## config.mk

```make
export PLATFORM = sky130hd
export DESIGN_NAME = serial_addsub_nand_flat
export DESIGN_NICKNAME = d
export VERILOG_FILES = /design/src/rtl/serial_addsub_pkg.sv /design/src/rtl/serial_addsub_nand_if.sv /design/src/rtl/fa_nand_cell.sv /design/src/rtl/serial_addsub_nand.sv /design/src/flat_wrapper.sv
export SDC_FILE = /design/constraint.sdc
export NUM_CORES = 1
export LEC_CHECK = 0
export BUFFER_PORTS_ARGS = -buffer_cell sky130_fd_sc_hd__buf_2
export CORE_MARGIN = 3
export CORE_UTILIZATION = 45
export CTS_BUF_LIST = sky130_fd_sc_hd__clkbuf_16
export DETAILED_ROUTE_END_ITERATION = 16
export MAX_ROUTING_LAYER = met4
export PLACE_DENSITY = 0.75
export SYNTH_ARGS = -nofsm -noshare
export SYNTH_HDL_FRONTEND = slang
export SYNTH_SLANG_ARGS = --single-unit
export TNS_END_PERCENT = 5
```

## constraint.sdc

```tcl
create_clock -name clk -period 1.97 [get_ports clk]
set_clock_uncertainty 0.2 [all_clocks]
set_input_delay 0.0985 -clock clk [delete_from_list [all_inputs] [get_ports clk]]
set_output_delay 0.0985 -clock clk [all_outputs]
set_load 0.02 [all_outputs]
```

## src/rtl/serial_addsub_pkg.sv

```systemverilog
// Shared definitions for the bit-serial NAND add/subtract unit.
//   state_t : controller states (IDLE, RUN, DONE)
//   OP_ADD  : op encoding for a + b
//   OP_SUB  : op encoding for a - b (computed as a + ~b + 1)
package serial_addsub_pkg;

  typedef enum logic [1:0] {
    IDLE = 2'd0,
    RUN  = 2'd1,
    DONE = 2'd2
  } state_t;

  localparam logic OP_ADD = 1'b0;
  localparam logic OP_SUB = 1'b1;

endpackage

```

## src/rtl/serial_addsub_nand_if.sv

```systemverilog
// Request/response bundle for the bit-serial add/subtract unit.
//   start  : request, only honoured while the unit is idle
//   op     : 0 = add, 1 = subtract, sampled with start
//   a, b   : operands, sampled with start
//   busy   : high from accepted start through the done cycle
//   done   : one-cycle pulse when result/cout/ovf have just been updated
//   result : sum or difference, held until the next completion
//   cout   : carry out of the MSB (for subtract, 1 = no borrow)
//   ovf    : two's-complement overflow
// master drives the request side, slave is the arithmetic unit.
interface serial_addsub_nand_if #(
  parameter int WIDTH = 4
);

  logic             start;
  logic             op;
  logic [WIDTH-1:0] a;
  logic [WIDTH-1:0] b;
  logic             busy;
  logic             done;
  logic [WIDTH-1:0] result;
  logic             cout;
  logic             ovf;

  modport master (
    output start, op, a, b,
    input  busy, done, result, cout, ovf
  );

  modport slave (
    input  start, op, a, b,
    output busy, done, result, cout, ovf
  );

endinterface

```

## src/rtl/fa_nand_cell.sv

```systemverilog
// One-bit full adder built only from two-input NAND gates (nine of them).
//   i_a, i_b : addend bits
//   i_cin    : carry in
//   o_sum    : i_a ^ i_b ^ i_cin
//   o_cout   : majority(i_a, i_b, i_cin)
module fa_nand_cell (
  input  logic i_a,
  input  logic i_b,
  input  logic i_cin,
  output logic o_sum,
  output logic o_cout
);

  logic w_n1, w_n2, w_n3, w_n4, w_n5, w_n6, w_n7;

  // First half adder: w_n4 is i_a ^ i_b, w_n1 is ~(i_a & i_b).
  nand g1 (w_n1, i_a, i_b);
  nand g2 (w_n2, i_a, w_n1);
  nand g3 (w_n3, i_b, w_n1);
  nand g4 (w_n4, w_n2, w_n3);

  // Second half adder folds in the carry; w_n5 is ~((a ^ b) & cin).
  nand g5 (w_n5, w_n4, i_cin);
  nand g6 (w_n6, w_n4, w_n5);
  nand g7 (w_n7, i_cin, w_n5);
  nand g8 (o_sum, w_n6, w_n7);

  // Carry out is (a & b) | ((a ^ b) & cin), i.e. NAND of the two inverted terms.
  nand g9 (o_cout, w_n1, w_n5);

endmodule

```

## src/rtl/serial_addsub_nand.sv

```systemverilog
// Bit-serial add/subtract unit. A single NAND full-adder cell is reused
// for WIDTH clock cycles, LSB first. Subtraction runs as a + ~b + 1 by
// inverting B on load and seeding the carry with 1.
//   clk   : rising-edge clock
//   rst_n : asynchronous active-low reset, clears everything immediately
//   bus   : slave side of serial_addsub_nand_if (start/op/a/b in,
//           busy/done/result/cout/ovf out)
import serial_addsub_pkg::*;

module serial_addsub_nand #(
  parameter int WIDTH = 4
) (
  input  logic                clk,
  input  logic                rst_n,
  serial_addsub_nand_if.slave bus
);

  localparam int               CNT_W    = $clog2(WIDTH);
  localparam logic [CNT_W-1:0] LAST_BIT = CNT_W'(WIDTH - 1);

  state_t           r_state;
  state_t           w_nextState;
  logic [WIDTH-1:0] r_a;
  logic [WIDTH-1:0] r_b;
  logic [WIDTH-1:0] r_acc;
  logic [WIDTH-1:0] r_result;
  logic [CNT_W-1:0] r_cnt;
  logic             r_carry;
  logic             r_cout;
  logic             r_ovf;
  logic             w_accept;
  logic             w_lastBit;
  logic             w_cMsbIn;
  logic             w_cellSum;
  logic             w_cellCout;

  assign w_accept  = (r_state == IDLE) && bus.start;
  assign w_lastBit = (r_state == RUN) && (r_cnt == LAST_BIT);

  // While the MSB is being processed the carry flop holds the carry into
  // the MSB, which is exactly what the overflow rule needs.
  assign w_cMsbIn = r_carry;

  fa_nand_cell u_cell (
    .i_a    (r_a[0]),
    .i_b    (r_b[0]),
    .i_cin  (r_carry),
    .o_sum  (w_cellSum),
    .o_cout (w_cellCout)
  );

  // State register.
  always_ff @(posedge clk or negedge rst_n) begin
    if (!rst_n) begin
      r_state <= IDLE;
    end else begin
      r_state <= w_nextState;
    end
  end

  // Next state: a start is only seen in IDLE; RUN lasts WIDTH cycles;
  // DONE is a single cycle and always returns to IDLE.
  always_comb begin
    w_nextState = r_state;
    unique case (r_state)
      IDLE:    if (bus.start) w_nextState = RUN;
      RUN:     if (r_cnt == LAST_BIT) w_nextState = DONE;
      DONE:    w_nextState = IDLE;
      default: w_nextState = IDLE;
    endcase
  end

  // Serial datapath: load on accept, then one bit per RUN cycle. Sum bits
  // enter the accumulator from the MSB side so after WIDTH shifts bit 0
  // sits at the LSB. The visible outputs only move on the last bit.
  always_ff @(posedge clk or negedge rst_n) begin
    if (!rst_n) begin
      r_a      <= '0;
      r_b      <= '0;
      r_acc    <= '0;
      r_cnt    <= '0;
      r_carry  <= 1'b0;
      r_result <= '0;
      r_cout   <= 1'b0;
      r_ovf    <= 1'b0;
    end else if (w_accept) begin
      r_a     <= bus.a;
      r_b     <= bus.b ^ {WIDTH{bus.op}};
      r_carry <= bus.op;
      r_cnt   <= '0;
    end else if (r_state == RUN) begin
      r_a     <= r_a >> 1;
      r_b     <= r_b >> 1;
      r_acc   <= {w_cellSum, r_acc[WIDTH-1:1]};
      r_carry <= w_cellCout;
      r_cnt   <= r_cnt + 1'b1;
      if (w_lastBit) begin
        r_result <= {w_cellSum, r_acc[WIDTH-1:1]};
        r_cout   <= w_cellCout;
        r_ovf    <= w_cellCout ^ w_cMsbIn;
      end
    end
  end

  assign bus.busy   = (r_state != IDLE);
  assign bus.done   = (r_state == DONE);
  assign bus.result = r_result;
  assign bus.cout   = r_cout;
  assign bus.ovf    = r_ovf;

endmodule

```

## src/flat_wrapper.sv

```systemverilog
// flat-port wrapper written by rule: the top's interface ports become plain ports
module serial_addsub_nand_flat 
#(
  parameter int WIDTH = 4
)
  (clk, rst_n, bus_start, bus_op, bus_a, bus_b, bus_busy, bus_done, bus_result, bus_cout, bus_ovf);
  serial_addsub_nand_if #(.WIDTH(WIDTH)) bus_i ();
  input  logic clk;
  input  logic rst_n;
  input wire logic [$bits(bus_i.start)-1:0] bus_start;
  input wire logic [$bits(bus_i.op)-1:0] bus_op;
  input wire logic [$bits(bus_i.a)-1:0] bus_a;
  input wire logic [$bits(bus_i.b)-1:0] bus_b;
  output wire logic [$bits(bus_i.busy)-1:0] bus_busy;
  output wire logic [$bits(bus_i.done)-1:0] bus_done;
  output wire logic [$bits(bus_i.result)-1:0] bus_result;
  output wire logic [$bits(bus_i.cout)-1:0] bus_cout;
  output wire logic [$bits(bus_i.ovf)-1:0] bus_ovf;
  assign bus_i.start = bus_start;
  assign bus_i.op = bus_op;
  assign bus_i.a = bus_a;
  assign bus_i.b = bus_b;
  assign bus_busy = bus_i.busy;
  assign bus_done = bus_i.done;
  assign bus_result = bus_i.result;
  assign bus_cout = bus_i.cout;
  assign bus_ovf = bus_i.ovf;
  serial_addsub_nand #(.WIDTH(WIDTH)) u_core (.clk(clk), .rst_n(rst_n), .bus(bus_i));
endmodule
```

==> results_dict.tcl, run 1 <==
set metrics [dict create \
    die_area_sq_um 2800 \
    fin_setup_tns_ns 0 \
    ir_drop_mv 0.803 \
    rows 16 \
    ios 20 \
    cp_cell_sequence "or3b_1, nand3_1, o21ai_0" \
    layout_common_cells "25 x nand2_1, 22 x dfrtp_1, 19 x buf_2" \
    drt-total-wl_mm 2.09 \
    cts_root_buf "clkbuf_16" \
    clk_pin_slew_worst_paths_ns 0.06 \
    crit_fanout 17 \
    portBuffers 19 \
    end_kind "flop" \
    grt_max_degree 23 \
    required_ns 1.88 \
    wire_per_inst_um 14.1 \
    grt_overflow 0 \
    maxCapViolations 0 \
    highest_layer "met4" \
    drive_above_1_share_pct 24.6 \
    final_nets 137 \
    synth_cell_types 24 \
    yosysWarnings 0 \
    cts_tree "yes" \
    wl_met3_um 70 \
    slew_headroom_pct 62.0 \
    met2WireLength_mm 1.11 \
    hold_start "bus_b[2]" \
    final_common_cell "nand2_1" \
    antenna_left 0 \
    antenna_found_initial 0 \
    cp-startpoint "u_core.r_state[1]$_DFFE_PN0P_" \
    crit_family "simple AND/OR/NAND/NOR gates" \
    gp_congestion 0.707 \
    vias 741 \
    diodes 0 \
    setup_violations 0 \
    wl_met1_um 898 \
    crit_slowest_cell "or3b_1" \
    area_delta_synth_final_pct 29.2 \
    place_hpwl_mm 1.26 \
    synth_cells 95 \
    crit_type "flop to flop" \
    critPathLaunchType "flop" \
    routed_via_density 4.97 \
    grt_pass1_wl_mm 3.52 \
    instances_no_fill 149 \
    clkLatencyLatePin_ns 0.25 \
    grt_pass1_vias 749 \
    cts_resized 0 \
    yosysSeqAreaShare_pct 55.6 \
    cts.sinks 22 \
    fmax_ghz 0.582 \
    synth_area_per_cell_sq_um 10.4 \
    critPathMaxStageDelay_ns 0.64 \
    hold_violations 0 \
    maxSlewViolCount 0 \
    die_y_um 52.9 \
    drc 0 \
    arrival_ns 1.62 \
    die_x_um 52.9 \
    firstDrtPassIters 4 \
    rr_startpoint "u_core.r_state[1]$_DFFE_PN0P_" \
    rsz0062_at_grt "no" \
    hold_buffers 9 \
    first_iter_violations 22 \
    htreeDepth 1 \
    synth_area_sq_um 991 \
    numCtsBuffers 3 \
    post-place-cells 136 \
    clockBufferDepth 2 \
    hold_ws_ns 0.0808 \
    powerDensity_nw_per_um2 1730 \
    fin_crit_sh_pct 87.2 \
    tightest_slew_ns 0.570 \
    outcome "finished clean" \
    holdCritPathClass "input pin to flop" \
    synth-seq-cells 22 \
    post_cts_buffers 0 \
    grtUsageTotal_pct 18.0 \
    post-route-min-period_ns 1.72 \
    p_leak_uw 0.000635 \
    start_util_pct 49.0 \
    fin_total_pwr_uw 2210 \
    core_area_sq_um 2020 \
    synthesis.nets 109 \
    crit_buf_inv 0 \
]
-- where the power goes --
group / switching [uW] / internal, uW / total (uW)
Combinational: 489 / 338 / 827
Clock: 162 / 403 / 565
Sequential: 146 / 670 / 817
-- worst reg2reg max path, cell delays in order, from the launching register on --
cell	delay (ns)
dfrtp_1	0.43
or3b_1	0.64
nand3_1	0.19
o21ai_0	0.10
-- final timing paths --
check,end,slack [ns],cells after the start
max,u_core.r_b[3]$_DFFE_PN0P_,0.25,3
min,u_core.r_b[2]$_DFFE_PN0P_,0.08,4
max reg2reg,u_core.r_b[3]$_DFFE_PN0P_,0.25,3
min reg2reg,u_core.r_acc[1]$_DFFE_PN0P_,0.28,2
max in group asynchronous,u_core.r_a[3]$_DFFE_PN0P_,1.10,2
min in group asynchronous,u_core.bus.result[1]$_DFFE_PN0P_,0.13,2
-- synthesized netlist by cell type --
cell / count / area (sq um)
a22oi_1: 3 / 22.5
a31oi_1: 4 / 25.0
and2b_1: 1 / 7.51
buf_2: 1 / 5.00
buf_6: 1 / 11.3
buf_8: 1 / 15.0
clkbuf_1: 3 / 11.3
dfrtp_1: 22 / 551
fa_1: 1 / 20.0
ha_1: 1 / 12.5
inv_1: 1 / 3.75
mux2_2: 5 / 56.3
nand2_1: 25 / 93.8
nand2b_1: 1 / 6.26
nand3_1: 7 / 35.0
nand3b_1: 1 / 7.51
nor2_1: 4 / 15.0
nor2b_1: 1 / 6.26
nor3b_1: 1 / 7.51
o21ai_0: 4 / 20.0
or2_2: 1 / 6.26
or3b_1: 1 / 8.76
xnor2_1: 2 / 17.5
xor2_1: 3 / 26.3
-- layout make-up --
cell class	instances	area [sq um]
clock buffer	3	75.1
clock inverter	1	30.0
fill	164	742
inverter	1	3.75
multi-input combinational	66	394
sequential	22	551
tap	27	33.8
timing repair buffer	29	193
-- registers in the layout (all words and copies together) (netlist names) --
name	flops
u_core.bus.cout	1
u_core.r_carry	1
u_core.r_cnt	2
u_core.r_acc	3
u_core.bus.result	4
u_core.r_a	4
u_core.r_state	2
u_core.bus.ovf	1
u_core.r_b	4
-- logic make-up (layout without fill, tap and decap cells) --
group                      count (synthesis)  in the layout  share of synthesized area [%]
muxes                                      5              5                           5.68
and+or+nand+nor                           43             43                           19.6
adders and majority gates                  2              2                           3.28
buffers and inverters                      7             34                           4.67
xor gates and xnor gates                   5              5                           4.42
DFF                                       22             22                           55.6
AOI/OAI and AO/OA                         11             11                           6.82
-- metrics by stage --
| step | instance area (sq um) | worst slack [ns] | utilization, % |
|---|---|---|---|
| 2_1_floorplan | 991 | 0.500 | - |
| 3_3_place_gp | 1080 | 0.323 | 53.7 |
| 3_5_place_dp | 1080 | 0.301 | 53.7 |
| 4_1_cts | 1280 | 0.269 | 63.3 |
| 5_1_grt | 1280 | 0.147 | 63.3 |
| 6_report | 1280 | 0.252 | 63.3 |
-- per-layer routing --
metal,track usage (%),vias up
met4,6.38,0
met1,21.0,355
met2,30.8,15
met3,3.38,2
li1,-,369
met5,-,-
No activity file was read; power rests on OpenSTA's default activity.
==> run 2: changes to the inputs <==
- PLACE_DENSITY: 0.75 -> 0.71
==> results_dict.tcl, run 2 (synthesized netlist as in run 1, its figures left out) <==
set metrics [dict create \
    outcome "finished clean" \
    die_y_um 52.9 \
    portBuffers 19 \
    clkLatencyLatePin_ns 0.25 \
    setup_violations 0 \
    fmax_ghz 0.599 \
    die_area_sq_um 2800 \
    layout_common_cells "25 x nand2_1, 22 x dfrtp_1, 19 x buf_2" \
    drt-total-wl_mm 1.88 \
    clk_pin_slew_worst_paths_ns 0.05 \
    fin_setup_tns_ns 0 \
    holdCritPathClass "input pin to flop" \
    required_ns 1.87 \
    cts.sinks 22 \
    crit_family "simple AND/OR/NAND/NOR gates" \
    timing.rr.end "u_core.r_b[3]$_DFFE_PN0P_" \
    use_met3_pct 3.38 \
    cp_cell_sequence "or3b_1, nand3_1, o21ai_0" \
    instances_no_fill 147 \
    grt_pass1_vias 750 \
    antenna_found_initial 0 \
    grt_use_met1_pct 19.0 \
    rr_startpoint "u_core.r_state[1]$_DFFE_PN0P_" \
    hold_start "bus_op" \
    firstDrtPassIters 4 \
    rows 16 \
    ir_drop_mv 0.957 \
    powerDensity_nw_per_um2 1640 \
    gp_congestion 0.687 \
    hold_violations 0 \
    seq_area_sq_um 551 \
    vias 722 \
    fin_util_pct 61.3 \
    cts_root_buf "clkbuf_16" \
    crit_buf_inv 0 \
    slew_headroom_pct 61.5 \
    grt_overflow 0 \
    arrival_ns 1.57 \
    numCtsBuffers 3 \
    area_delta_synth_final_pct 25.1 \
    critPathLaunchType "flop" \
    maxSlewViolCount 0 \
    place_hpwl_mm 1.19 \
    hold_ws_ns 0.00398 \
    rsz0062_at_grt "no" \
    grtUsageTotal_pct 17.5 \
    n_fill_cell 178 \
    maxCapViolations 0 \
    crit_fanout 17 \
    ios 20 \
    drive_above_1_share_pct 24.2 \
    grt_max_degree 23 \
    r2r_cells 3 \
    first_iter_violations 11 \
    post-place-cells 136 \
    core_area_sq_um 2020 \
    final_common_cell "nand2_1" \
    grt.busiest_layer "met2" \
    fin_crit_sh_pct 84.7 \
    crit_slowest_cell "or3b_1" \
    routed_via_density 4.91 \
    post-route-min-period_ns 1.67 \
    start_util_pct 49.0 \
    fin_total_pwr_uw 2030 \
    multiInputGateArea_sq_um 394 \
    antenna_left 0 \
    end_kind "flop" \
    drc 0 \
    die_x_um 52.9 \
    cts_tree "yes" \
    crit_type "flop to flop" \
    critPathMaxStageDelay_ns 0.63 \
    hold_path_depth 3 \
    reg2reg_setup_slack_ns 0.30 \
    clockBufferDepth 2 \
    tightest_slew_ns 0.577 \
    grt_pass1_wl_mm 3.35 \
    min_to "u_core.r_carry$_DFFE_PN0P_" \
    htreeDepth 1 \
    met2_usage_pct 29.8 \
    wire_per_inst_um 12.8 \
    diodes 0 \
    p_leak_uw 0.000617 \
    final_nets 136 \
]
-- run 2: cell count changes in the layout (fill, tap and decap cells not counted) --
cell           before  now
bufinv_16           1    0
dlygate4sd3_1       9    8
-- run 2: worst reg2reg max path: stages, from the launching register on --
cell,delay (ns)
dfrtp_1,0.42
or3b_1,0.63
nand3_1,0.17
o21ai_0,0.11
-- run 2: how the worst max path moves through the flow --
stage	slack, ns	to	cells past startpoint	startpoint
3_5_place_dp	0.29	u_core.r_b[3]$_DFFE_PN0P_	3	u_core.r_state[1]$_DFFE_PN0P_
5_1_grt	0.19	u_core.r_b[3]$_DFFE_PN0P_	3	u_core.r_state[1]$_DFFE_PN0P_
6_report	0.30	u_core.r_b[3]$_DFFE_PN0P_	3	u_core.r_state[1]$_DFFE_PN0P_
4_1_cts	0.29	u_core.r_b[3]$_DFFE_PN0P_	3	u_core.r_state[1]$_DFFE_PN0P_
3_3_place_gp	0.37	u_core.r_b[3]$_DFFE_PN0P_	3	u_core.r_state[1]$_DFFE_PN0P_
2_1_floorplan	0.50	u_core.r_b[2]$_DFFE_PN0P_	5	u_core.r_state[1]$_DFFE_PN0P_
-- run 2: power by group --
group	total [uW]	internal (uW)	leakage, uW	switching, uW
Combinational	812	332	0.000307	481
Sequential	804	671	0.000273	134
Clock	412	267	0.0000370	144
-- run 2: area by class of cell --
class / instances / area share [%]
Clock buffer: 3 / 6.05
Inverter: 1 / 0.303
Multi-Input combinational cell: 66 / 31.8
Sequential cell: 22 / 44.4
Tap cell: 27 / 2.72
Timing Repair Buffer: 28 / 14.7
-- run 2: routing by layer --
metal  wire [um]  part of all wire (%)
met1         825                    44
met2         954                    51
met3          54                   2.9
met4          44                   2.3
met5           0                     0
-- run 2: through the flow --
| step | worst slack (ns) | instance area (sq um) |
|---|---|---|
| after detailed placement | 0.292 | 1080 |
| after global placement | 0.369 | 1080 |
| after floorplan | 0.500 | 991 |
| after CTS | 0.293 | 1240 |
| final | 0.301 | 1240 |
| after global routing | 0.193 | 1240 |
-- run 2: what timing repair did --
action | in CTS | in global routing
resized for setup | 0 | 0
hold buffers | 8 | 0
endpoints found under the hold margin | 29 | 0
buffers inserted | 0 | 0
==> run 3: changes to the inputs <==
- clock period: 1.97 -> 1.7 ns (I/O delays scaled with it)
==> results_dict.tcl, run 3 (synthesized netlist as in run 1, its figures left out) <==
set metrics [dict create \
    outcome "finished clean" \
    reg2reg_setup_slack_ns 0.08 \
    clk_pin_slew_worst_paths_ns 0.06 \
    tightest_slew_ns 0.483 \
    die_x_um 52.9 \
    powerDensity_nw_per_um2 1980 \
    hold_violations 0 \
    firstDrtPassIters 4 \
    rsz0062_at_grt "yes" \
    arrival_ns 1.55 \
    htreeDepth 1 \
    rr_startpoint "u_core.r_cnt[0]$_DFFE_PN0P_" \
    grt_max_degree 23 \
    vias 760 \
    area_delta_synth_final_pct 31.7 \
    core_area_sq_um 2020 \
    maxCapViolations 0 \
    cts_root_buf "clkbuf_16" \
    final_common_cell "nand2_1" \
    timing.rr.end "u_core.bus.result[0]$_DFFE_PN0P_" \
    min_to "u_core.r_b[2]$_DFFE_PN0P_" \
    die_y_um 52.9 \
    layout_common_cells "25 x nand2_1, 22 x dfrtp_1, 19 x buf_2" \
    crit_fanout 8 \
    critPathLaunchType "flop" \
    clockBufferDepth 2 \
    routed_via_density 5.00 \
    numCtsBuffers 3 \
    antenna_left 0 \
    gp_congestion 0.691 \
    grt_pass1_vias 763 \
    final_nets 140 \
    fmax_ghz 0.618 \
    fin_util_pct 64.5 \
    placed_area_sq_um 1110 \
    end_kind "flop" \
    crit_type "flop to flop" \
    fin_total_pwr_uw 2590 \
    grt_pass1_wl_mm 3.52 \
    cts_tree "yes" \
    grt_overflow 0 \
    hold_start "bus_b[2]" \
    place_hpwl_mm 1.23 \
    drc 0 \
    rows 16 \
    start_util_pct 49.0 \
    multiInputGateArea_sq_um 397 \
    p_leak_uw 0.000651 \
    ir_drop_mv 1.14 \
    seq_area_sq_um 551 \
    required_ns 1.64 \
    cts.sinks 22 \
    drt-total-wl_mm 1.88 \
    holdCritPathClass "input pin to flop" \
    die_area_sq_um 2800 \
    fin_crit_sh_pct 95.2 \
    n_fill_cell 161 \
    wire_per_inst_um 12.4 \
    grtUsageTotal_pct 18.1 \
    drive_above_1_share_pct 27.2 \
    portBuffers 19 \
    hold_ws_ns 0.0205 \
    post_cts_buffers 0 \
    setup_violations 0 \
    first_iter_violations 11 \
    post-route-min-period_ns 1.62 \
    clkLatencyLatePin_ns 0.26 \
    antenna_found_initial 0 \
    maxSlewViolCount 0 \
    fin_area_sq_um 1310 \
    slew_headroom_pct 67.8 \
    ios 20 \
    r2r_cells 3 \
    hold_path_depth 4 \
    diodes 0 \
]
## run 3: cell types whose count changed in the layout (fill, tap and decap cells not counted)
cell	before	now
buf_4	1	4
bufinv_16	0	1
dlygate4sd3_1	8	9
or3b_1	1	0
or3b_4	0	1
## run 3: routing by layer
| metal | share of wire (%) | track usage [%] |
|---|---|---|
| met1 | 45 | 22.3 |
| met2 | 49 | 28.1 |
| met3 | 5.1 | 5.92 |
| met4 | 1.2 | 6.38 |
| met5 | 0 | - |
## run 3: power breakdown
group | switching (uW) | internal, uW
combinational | 586 | 439
clock | 179 | 467
sequential | 140 | 777
## run 3: timing repair
item | 4_1_cts | 5_1_grt
hold endpoints to repair | 30 | 0
endpoints found under the setup margin | 0 | 5
gates resized for setup | 0 | 1
hold buffers | 9 | 0
## run 3: cell type report
type                       instances  share of cell area, %
inverter                           1                  0.288
clock inverter                     1                   2.30
sequential                        22                   42.2
multi-input combinational         66                   30.4
tap                               27                   2.59
clock buffer                       3                   5.75
timing repair buffer              32                   16.5
## run 3: worst max path at each step
stage                                  startpoint                                to  slack, ns  cells after the start
floorplan           u_core.r_state[1]$_DFFE_PN0P_         u_core.r_b[2]$_DFFE_PN0P_       0.23                      5
global placement      u_core.r_cnt[0]$_DFFE_PN0P_       u_core.bus.cout$_DFFE_PN0P_       0.11                      3
detailed placement    u_core.r_cnt[0]$_DFFE_PN0P_  u_core.bus.result[3]$_DFFE_PN0P_       0.09                      3
CTS                   u_core.r_cnt[0]$_DFFE_PN0P_       u_core.bus.cout$_DFFE_PN0P_       0.07                      3
global route          u_core.r_cnt[0]$_DFFE_PN0P_  u_core.bus.result[1]$_DFFE_PN0P_     -0.004                      3
finish                u_core.r_cnt[0]$_DFFE_PN0P_  u_core.bus.result[0]$_DFFE_PN0P_       0.08                      3
## run 3: metrics by stage
| stage | setup WS (ns) | setup TNS [ns] | instances |
|---|---|---|---|
| floorplan | 0.230 | 0 | 95 |
| global placement | 0.107 | 0 | 139 |
| detailed placement | 0.0901 | 0 | 139 |
| CTS | 0.0717 | 0 | 152 |
| global route | -0.00422 | -0.00705 | 152 |
| finish | 0.0821 | 0 | 152 |
## run 3: worst max-delay path, stage by stage (launching register included)
cell	delay, ns
dfrtp_1	0.40
ha_1	0.22
nand3b_1	0.30
mux2_2	0.38
